==> config.mk <==
export PLATFORM = sky130hd
export DESIGN_NAME = add_sub_arbiter
export DESIGN_NICKNAME = d
export VERILOG_FILES = /design/src/rtl/add_sub_arbiter.sv
export SDC_FILE = /design/constraint.sdc
export NUM_CORES = 1
export LEC_CHECK = 0
export ABC_AREA = 1
export CORE_ASPECT_RATIO = 0.9
export CORE_MARGIN = 2
export CORE_UTILIZATION = 35
export CTS_BUF_LIST = sky130_fd_sc_hd__clkbuf_16
export DETAILED_ROUTE_END_ITERATION = 10
export PLACE_DENSITY = 0.71
export SKIP_LAST_GASP = 1
export SYNTH_ARGS = -nofsm -noshare
export SYNTH_HDL_FRONTEND = slang
export SYNTH_SLANG_ARGS = --single-unit
export TNS_END_PERCENT = 5
==> constraint.sdc <==
create_clock -name clk -period 3.9 [get_ports clk]
set_input_delay 0.78 -clock clk [delete_from_list [all_inputs] [get_ports clk]]
set_output_delay 0.78 -clock clk [all_outputs]
set_load 0.005 [all_outputs]
==> src/rtl/add_sub_arbiter.sv <==
// Two-requester round-robin front end sharing one add/sub datapath, one-deep result register.
// Optional macro ADD_SUB_ARB_OVF_EN adds a registered signed-overflow output (resp_overflow).

module add_sub_dp #(
   parameter int WIDTH = 64
) (
   input  logic [WIDTH-1:0] a,
   input  logic [WIDTH-1:0] b,
   input  logic             sub,
   output logic [WIDTH-1:0] result,
   output logic             carry
);
   logic [WIDTH-1:0] b_eff;
   logic [WIDTH:0]   sum;

   // Subtract is a + ~b + 1, so carry-out means "no borrow" (a >= b unsigned).
   always_comb begin
      b_eff = sub ? ~b : b;
      sum   = {1'b0, a} + {1'b0, b_eff} + {{WIDTH{1'b0}}, sub};
   end

   assign result = sum[WIDTH-1:0];
   assign carry  = sum[WIDTH];
endmodule

// state | meaning
// EMPTY | result register holds nothing, any granted request is accepted
// FULL  | result register holds a result waiting for resp_ready
module add_sub_arbiter #(
   parameter int WIDTH = 64
) (
   input  logic             clk,
   input  logic             rst_n,
   input  logic             req0_valid,
   output logic             req0_ready,
   input  logic [WIDTH-1:0] req0_a,
   input  logic [WIDTH-1:0] req0_b,
   input  logic             req0_sub,
   input  logic             req1_valid,
   output logic             req1_ready,
   input  logic [WIDTH-1:0] req1_a,
   input  logic [WIDTH-1:0] req1_b,
   input  logic             req1_sub,
   output logic             resp_valid,
   input  logic             resp_ready,
   output logic             resp_id,
   output logic [WIDTH-1:0] resp_result,
   output logic             resp_carry
`ifdef ADD_SUB_ARB_OVF_EN
   ,
   output logic             resp_overflow
`endif
);
   typedef enum logic {EMPTY, FULL} state_t;

   state_t           state, state_nxt;
   logic             last_grant;
   logic             grant;
   logic             can_accept;
   logic             accept;
   logic [WIDTH-1:0] op_a, op_b, dp_result;
   logic             op_sub, dp_carry;

   // Grant depends only on valids and last_grant; ready is gated afterwards.
   always_comb begin
      grant = 1'b0;
      if (req0_valid && req1_valid) grant = ~last_grant;
      else if (req1_valid)          grant = 1'b1;

      can_accept = (state == EMPTY) || resp_ready;
      accept     = rst_n && can_accept && (req0_valid || req1_valid);
      req0_ready = accept && !grant;
      req1_ready = accept && grant;

      op_a   = grant ? req1_a   : req0_a;
      op_b   = grant ? req1_b   : req0_b;
      op_sub = grant ? req1_sub : req0_sub;
   end

   always_comb begin
      state_nxt = state;
      case (state)
         EMPTY:   if (accept) state_nxt = FULL;
         FULL:    if (resp_ready && !accept) state_nxt = EMPTY;
         default: state_nxt = EMPTY;
      endcase
   end

   add_sub_dp #(.WIDTH(WIDTH)) u_dp (
      .a      (op_a),
      .b      (op_b),
      .sub    (op_sub),
      .result (dp_result),
      .carry  (dp_carry)
   );

   assign resp_valid = (state == FULL);

`ifdef ADD_SUB_ARB_OVF_EN
   logic b_eff_msb, dp_overflow;

   // Signed overflow: operands agree in sign but the result does not.
   always_comb begin
      b_eff_msb   = op_sub ? ~op_b[WIDTH-1] : op_b[WIDTH-1];
      dp_overflow = (op_a[WIDTH-1] == b_eff_msb) && (dp_result[WIDTH-1] != op_a[WIDTH-1]);
   end
`endif

   always_ff @(posedge clk or negedge rst_n) begin
      if (!rst_n) state <= EMPTY;
      else        state <= state_nxt;
   end

   // last_grant resets to 1 so requester 0 wins the first contention.
   always_ff @(posedge clk or negedge rst_n) begin
      if (!rst_n) begin
         resp_result <= '0;
         resp_carry  <= 1'b0;
         resp_id     <= 1'b0;
         last_grant  <= 1'b1;
`ifdef ADD_SUB_ARB_OVF_EN
         resp_overflow <= 1'b0;
`endif
      end else if (accept) begin
         resp_result <= dp_result;
         resp_carry  <= dp_carry;
         resp_id     <= grant;
         last_grant  <= grant;
`ifdef ADD_SUB_ARB_OVF_EN
         resp_overflow <= dp_overflow;
`endif
      end
   end
endmodule

Yosys cells after proc, flatten, opt, wreduce, memory -nomap -nowiden:

Index checks and enable logic that the tools add are counted.

* register bits: 68
* input port bits: 263
* logic and storage cells: 29

* $add $sub $neg: 2
* multiplexer cells: 9
* bitwise operators: 3
* reductions and logical operators: 10

Operators by type and width (number)
* $mux 64: 3
* $add 64x64->65: 1
* $add 65x1->65: 1
* $not 64->64: 1
* $logic_and 1x1->1: 6
* $mux 1: 5
* $logic_not 1->1: 2
* $logic_or 1x1->1: 2
* $not 1->1: 2
* $pmux 1 s2: 1

Logic depth before layout (Yosys ltp):

* depth in word-level cells: 8
* mapped depth: 23

By module:

Synthesis repeated with hierarchy kept, for this count alone.

* cell total of the unflattened synthesis: 1906
* area, all modules: 10352.4 µm²

Modules (own cells, without submodules)
* add_sub_dp: times used 1, cells each 1188, area an instance 6042.0 µm², sequential area each 0.0 µm²
* add_sub_arbiter: times used 1, cells each 718, area an instance 4310.4 µm², sequential area each 1702.9 µm²

Worst setup path before layout:

No wires, ideal clock.

* path type: input to register
* start point: input req0_valid
* end point: register resp_result[56]
* setup time: 118 ps
* arrival: 3419 ps
* required time: 3782 ps
* setup slack: 363 ps
* cell stages on the path: 23
* path through: nand2_1 > nand2_2 > buf_2 > clkbuf_1 > buf_1 > nand2_1 > nand2_1 > fa_1 > nand2_1 > nand2_1 > o21ai_1 > inv_2 > nand2_1 > nand2_1 > nand2_1 > nand2_1 > nand2_1 > nand2_1 > nand3_1 > nand3_1 > or2_1 > nand3_1 > nand2_1

* cells in the longest elaborated chain, start to end: 7
* elaborated cells on any way between the ends: 11
* those cells by class: 2 x add/sub; 5 x mux; 1 x bitwise; 3 x reduce/logical

RTL lines
* from (decl): line 34 `input logic req0_valid,`
* $logic_and 1x1->1: line 67 `if (req0_valid && req1_valid) grant = ~last_grant;`
* $mux 1: line 67
* $mux 64: line 76 `op_b = grant ? req1_b : req0_b;`
* $not 64->64: line 18 `b_eff = sub ? ~b : b;`
* $mux 64: line 18
* $add 64x64->65: line 19 `sum = {1'b0, a} + {1'b0, b_eff} + {{WIDTH{1'b0}}, sub};`
* $add 65x1->65: line 19
* to (signal assigned): line 125 `resp_result <= dp_result;`
* to (decl): line 47 `output logic [WIDTH-1:0] resp_result,`

Parallel ways exist; a longest one is shown, timed or not.
A chain may end at the register's enable or synchronous reset.

Worst setup path in the final report:

* start point: input req1_sub
* end point: register resp_result[61]

* cells in the longest elaborated chain, start to end: 4

RTL lines
* from (decl): line 43 `input logic req1_sub,`
* $mux 1 *: line 77 `op_sub = grant ? req1_sub : req0_sub;`
* $mux 64: line 18
* $add 64x64->65: line 19
* $add 65x1->65 *: line 19

Mark *: on every way between the ends. The rest lies on a longest branch, timed or not.

==> metrics.yaml <==
power:
  power_switching_mw: 3.17
  power_density_nw_per_um2: 467
  total_power_mw: 7.27
  ir_worst_vdd_uv: 227
  sw_frac_of_total: 0.436
  p_leak_nw: 7.58
  seq_power_share: 0.169
  comb_power_share: 0.724
  p_clk_frac: 0.107
  p_int_mw: 4.10
setup_path:
  max_stage_delay_ps: 450
  start_kind: "input pin"
  timing.rr.end: "resp_result[63]$_DFFE_PN0P_"
  cp_cell_sequence: "clkdlybuf4s50_1 > nand3b_1 > nand2_4 > buf_12 > buf_12 > buf_12 > buf_12 > xor2_1 > ha_1 > a21oi_1 > o21ai_1 > a21oi_1 > nor2_1 > a211o_1 > nor2_1 > nand3_1 > nand3_1 > nand2_1"
  critical_path_buf_inv_count: 5
  reg2reg_slack_ps: 360
  reg2reg_depth: 17
  slowest_stage: "clkdlybuf4s50_1"
  critPathCaptureType: "flip-flop"
  cp_common_cell: "buf_12"
  r2r-start: "last_grant$_DFFE_PN1P_"
  crit_family: "buffers and inverters"
  crit_required_ps: 4140
  crit_type: "in -> reg"
  path_max_fanout: 12
  critPathArrivalTime_ps: 4000
global_routing:
  gr-usage-all-layers: 0.298
  grt_max_degree: 73
  grt.overflow.total: 0
  antenna_found_initial: 0
  grt_pass1_wl_um: 62700
  grt_pass1_vias: 11700
synth:
  yosysWarnings: 0
  synth-async-reset-ratio: 1.00
  synth_cells: 1488
  syn-num-nets: 1815
  synth-simple-area-share: 0.341
  synth_edf_count: 0
  synth_top_flop_cell: "dfrtp_1"
  yosys-mux-area-fraction: 0.0691
  synth_top_family_by_area: "simple AND/OR/NAND/NOR gates"
  syn_avg_cell_area_sq_um: 6.13
  syn-cell-area_sq_um: 9130
  ys_types: 41
  yosysSeqAreaShare: 0.187
  synth_compound_area_frac: 0.145
  ys_ff_latch: 68
  synth-xor-area-share: 0.0931
  synthAdderAreaFrac: 0.0886
hold_path:
  min-delay-start: "resp_result[1]$_DFFE_PN0P_"
  hold_path_depth: 2
  min_to: "resp_result[1]$_DFFE_PN0P_"
  hold_path.class: "reg -> reg"
sta:
  finalCriticalPeriod_ps: 3750
  timing.fmax_ghz: 0.266
  worst_slew_pin_slew_ps: 996
  drv_slew: 0
  hold_viol_final: 0
  post-route-period-util: 0.962
  slew_headroom: 0.336
  fin_worst_skew_ps: 8.63
  finalWorstSetupSlack_ps: 148
  finalSetupViolCount: 0
flow_run:
  maxCapViolCount: 0
outcome:
  status: "completed"
floorplan:
  rows: 56
  die_area_sq_um: 27400
  ioPinCount: 332
  start_util: 0.353
  die_height_um: 157
  core-area_sq_um: 25900
  die_x_um: 174
cells_and_area:
  diodes: 0
  n_fill_cell: 2422
  final_nets: 2403
  syn_to_final_growth_pct: 70.8
  ff_latch_area_sq_um: 1700
  final_layout_size_suffix_gt1_frac: 0.185
  multi_input_area_sq_um: 7040
  final_cell_area_sq_um: 15600
clocking:
  htreeDepth: 3
  cts_tree: "yes"
  clock-root-buffer: "clkbuf_16"
  cts.sinks: 68
  cts.reportedPaths.clkPinSlew_ps: 60
  clock_latency_ps: 350
  cts_buffer_depth: 2
  cts_made_buffers: 9
route:
  drtIter0Drc: 819
  firstDrtPassIters: 5
  ant_nets: 0
  drt_wl_total_um: 41600
  num_vias: 12000
  drc: 0
  via_per_inst: 4.96
  routedWlPerCell_um: 17.1
placement:
  port_buffers: 331
  place_ws_ps: -790
  place_hpwl_um: 34400
  dpl_cell_area_sq_um: 14800
  place_congestion: 0.977
## area by class of cell
| type | instances | area share |
|---|---|---|
| Tap cell | 348 | 0.0279 |
| Sequential cell | 68 | 0.109 |
| Timing Repair Buffer | 616 | 0.360 |
| Inverter | 142 | 0.0342 |
| Multi-Input combinational cell | 1239 | 0.452 |
| Clock inverter | 7 | 0.00233 |
| Clock buffer | 9 | 0.0145 |
## through the flow
step | hold slack (ps) | util | cells | setup TNS (ps)
floorplan | 448 | - | 1488 | 0
global placement | 462 | 0.574 | 2397 | -22240
detailed placement | 466 | 0.574 | 2397 | -26320
CTS | 484 | 0.596 | 2425 | -439
global route | 504 | 0.603 | 2429 | -0.262
finish | 481 | 0.603 | 2429 | 0
## synth_stat cells, drive strengths merged (10+ instances only)
cell | count | share of area
nand2 | 519 | 0.22
nor2 | 150 | 0.062
inv | 142 | 0.058
o21ai | 96 | 0.053
a21oi | 86 | 0.047
xor2 | 77 | 0.074
dfrtp | 67 | 0.18
ha | 63 | 0.086
mux2i | 63 | 0.069
nand3 | 63 | 0.035
clkbuf | 24 | 0.0099
xnor2 | 20 | 0.019
nor3 | 18 | 0.0099
buf | 16 | 0.0078
o21bai | 15 | 0.012
nand3b | 10 | 0.0082
## layout by cell type, fill, tap and decap left out, types with 3 or more instances in the layout
| master | instances |
|---|---|
| clkdlybuf4s50_1 | 328 |
| nand3b_1 | 10 |
| nand2_4 | 3 |
| mux2i_1 | 54 |
| inv_1 | 140 |
| nand2_2 | 10 |
| mux2i_4 | 3 |
| nand2_1 | 506 |
| inv_2 | 4 |
| ha_1 | 57 |
| o21a_1 | 8 |
| nor2_2 | 18 |
| a21oi_2 | 17 |
| buf_12 | 8 |
| nand3_1 | 61 |
| clkbuf_16 | 9 |
| mux2i_2 | 6 |
| or2_2 | 4 |
| a21o_1 | 9 |
| a21boi_1 | 3 |
| o21ai_1 | 24 |
| nor2_1 | 132 |
| dfrtp_1 | 67 |
| a31oi_1 | 7 |
| nor3_1 | 15 |
| nor4_1 | 3 |
| o21bai_1 | 15 |
| nand4_1 | 8 |
| xnor2_1 | 20 |
| a21oi_1 | 68 |
| nor3_2 | 3 |
| buf_4 | 272 |
| ha_2 | 4 |
| o21ai_0 | 70 |
| a21boi_0 | 3 |
| xor2_1 | 76 |
## tightest hold or removal path: cells and delay by family, from the launching register on
kind / cells / cell delay (ps)
flops: 1 / 340
simple gates: 2 / 110
## flip-flops by register name (all words and copies together), names as in the netlist
| signal | flops |
|---|---|
| last_grant | 1 |
| resp_carry | 1 |
| resp_id | 1 |
| resp_result | 64 |
| resp_valid | 1 |
## power by group through the flow
stage	Clock, mW	Sequential, mW	Combinational, mW
after CTS	0.784	1.23	5.10
after global placement	0	1.23	4.92
after floorplan	0	1.20	2.17
final	0.781	1.23	5.26
after global routing	0.814	1.26	5.69
after detailed placement	0	1.23	4.97
## timing repair
item,in CTS,in global routing
setup buffers,10,4
resized for setup,42,56
setup endpoints to repair,44,44
gates cloned,2,0
hold buffers,0,0
pin swaps,6,9
## per-layer routing
layer  vias up  global-route usage  part of all wire
li1       5994                   -                 -
met1      5502               0.410              0.46
met2       514               0.488              0.44
met3        28              0.0536             0.083
met4         0              0.0612             0.013
met5         -                   0                 0
## worst max-delay path by stage
stage	from	to	cells after the start
after floorplan	req0_valid	resp_result[56]$_DFFE_PN0P_	23
after global placement	req0_valid	resp_result[57]$_DFFE_PN0P_	20
after detailed placement	req0_valid	resp_result[57]$_DFFE_PN0P_	20
after CTS	req0_valid	resp_result[63]$_DFFE_PN0P_	18
after global routing	req1_sub	resp_result[55]$_DFFE_PN0P_	17
final	req1_sub	resp_result[61]$_DFFE_PN0P_	18
## cell families (layout without fill, tap and decap cells)
| family | Yosys count | count (layout) |
|---|---|---|
| buf+inv | 182 | 774 |
| mux | 63 | 63 |
| fa+ha+maj | 64 | 64 |
| flops | 68 | 68 |
| xor+xnor | 97 | 97 |
| simple gates | 777 | 778 |
| compound gates | 237 | 237 |
No activity file was read; power rests on OpenSTA's default activity.
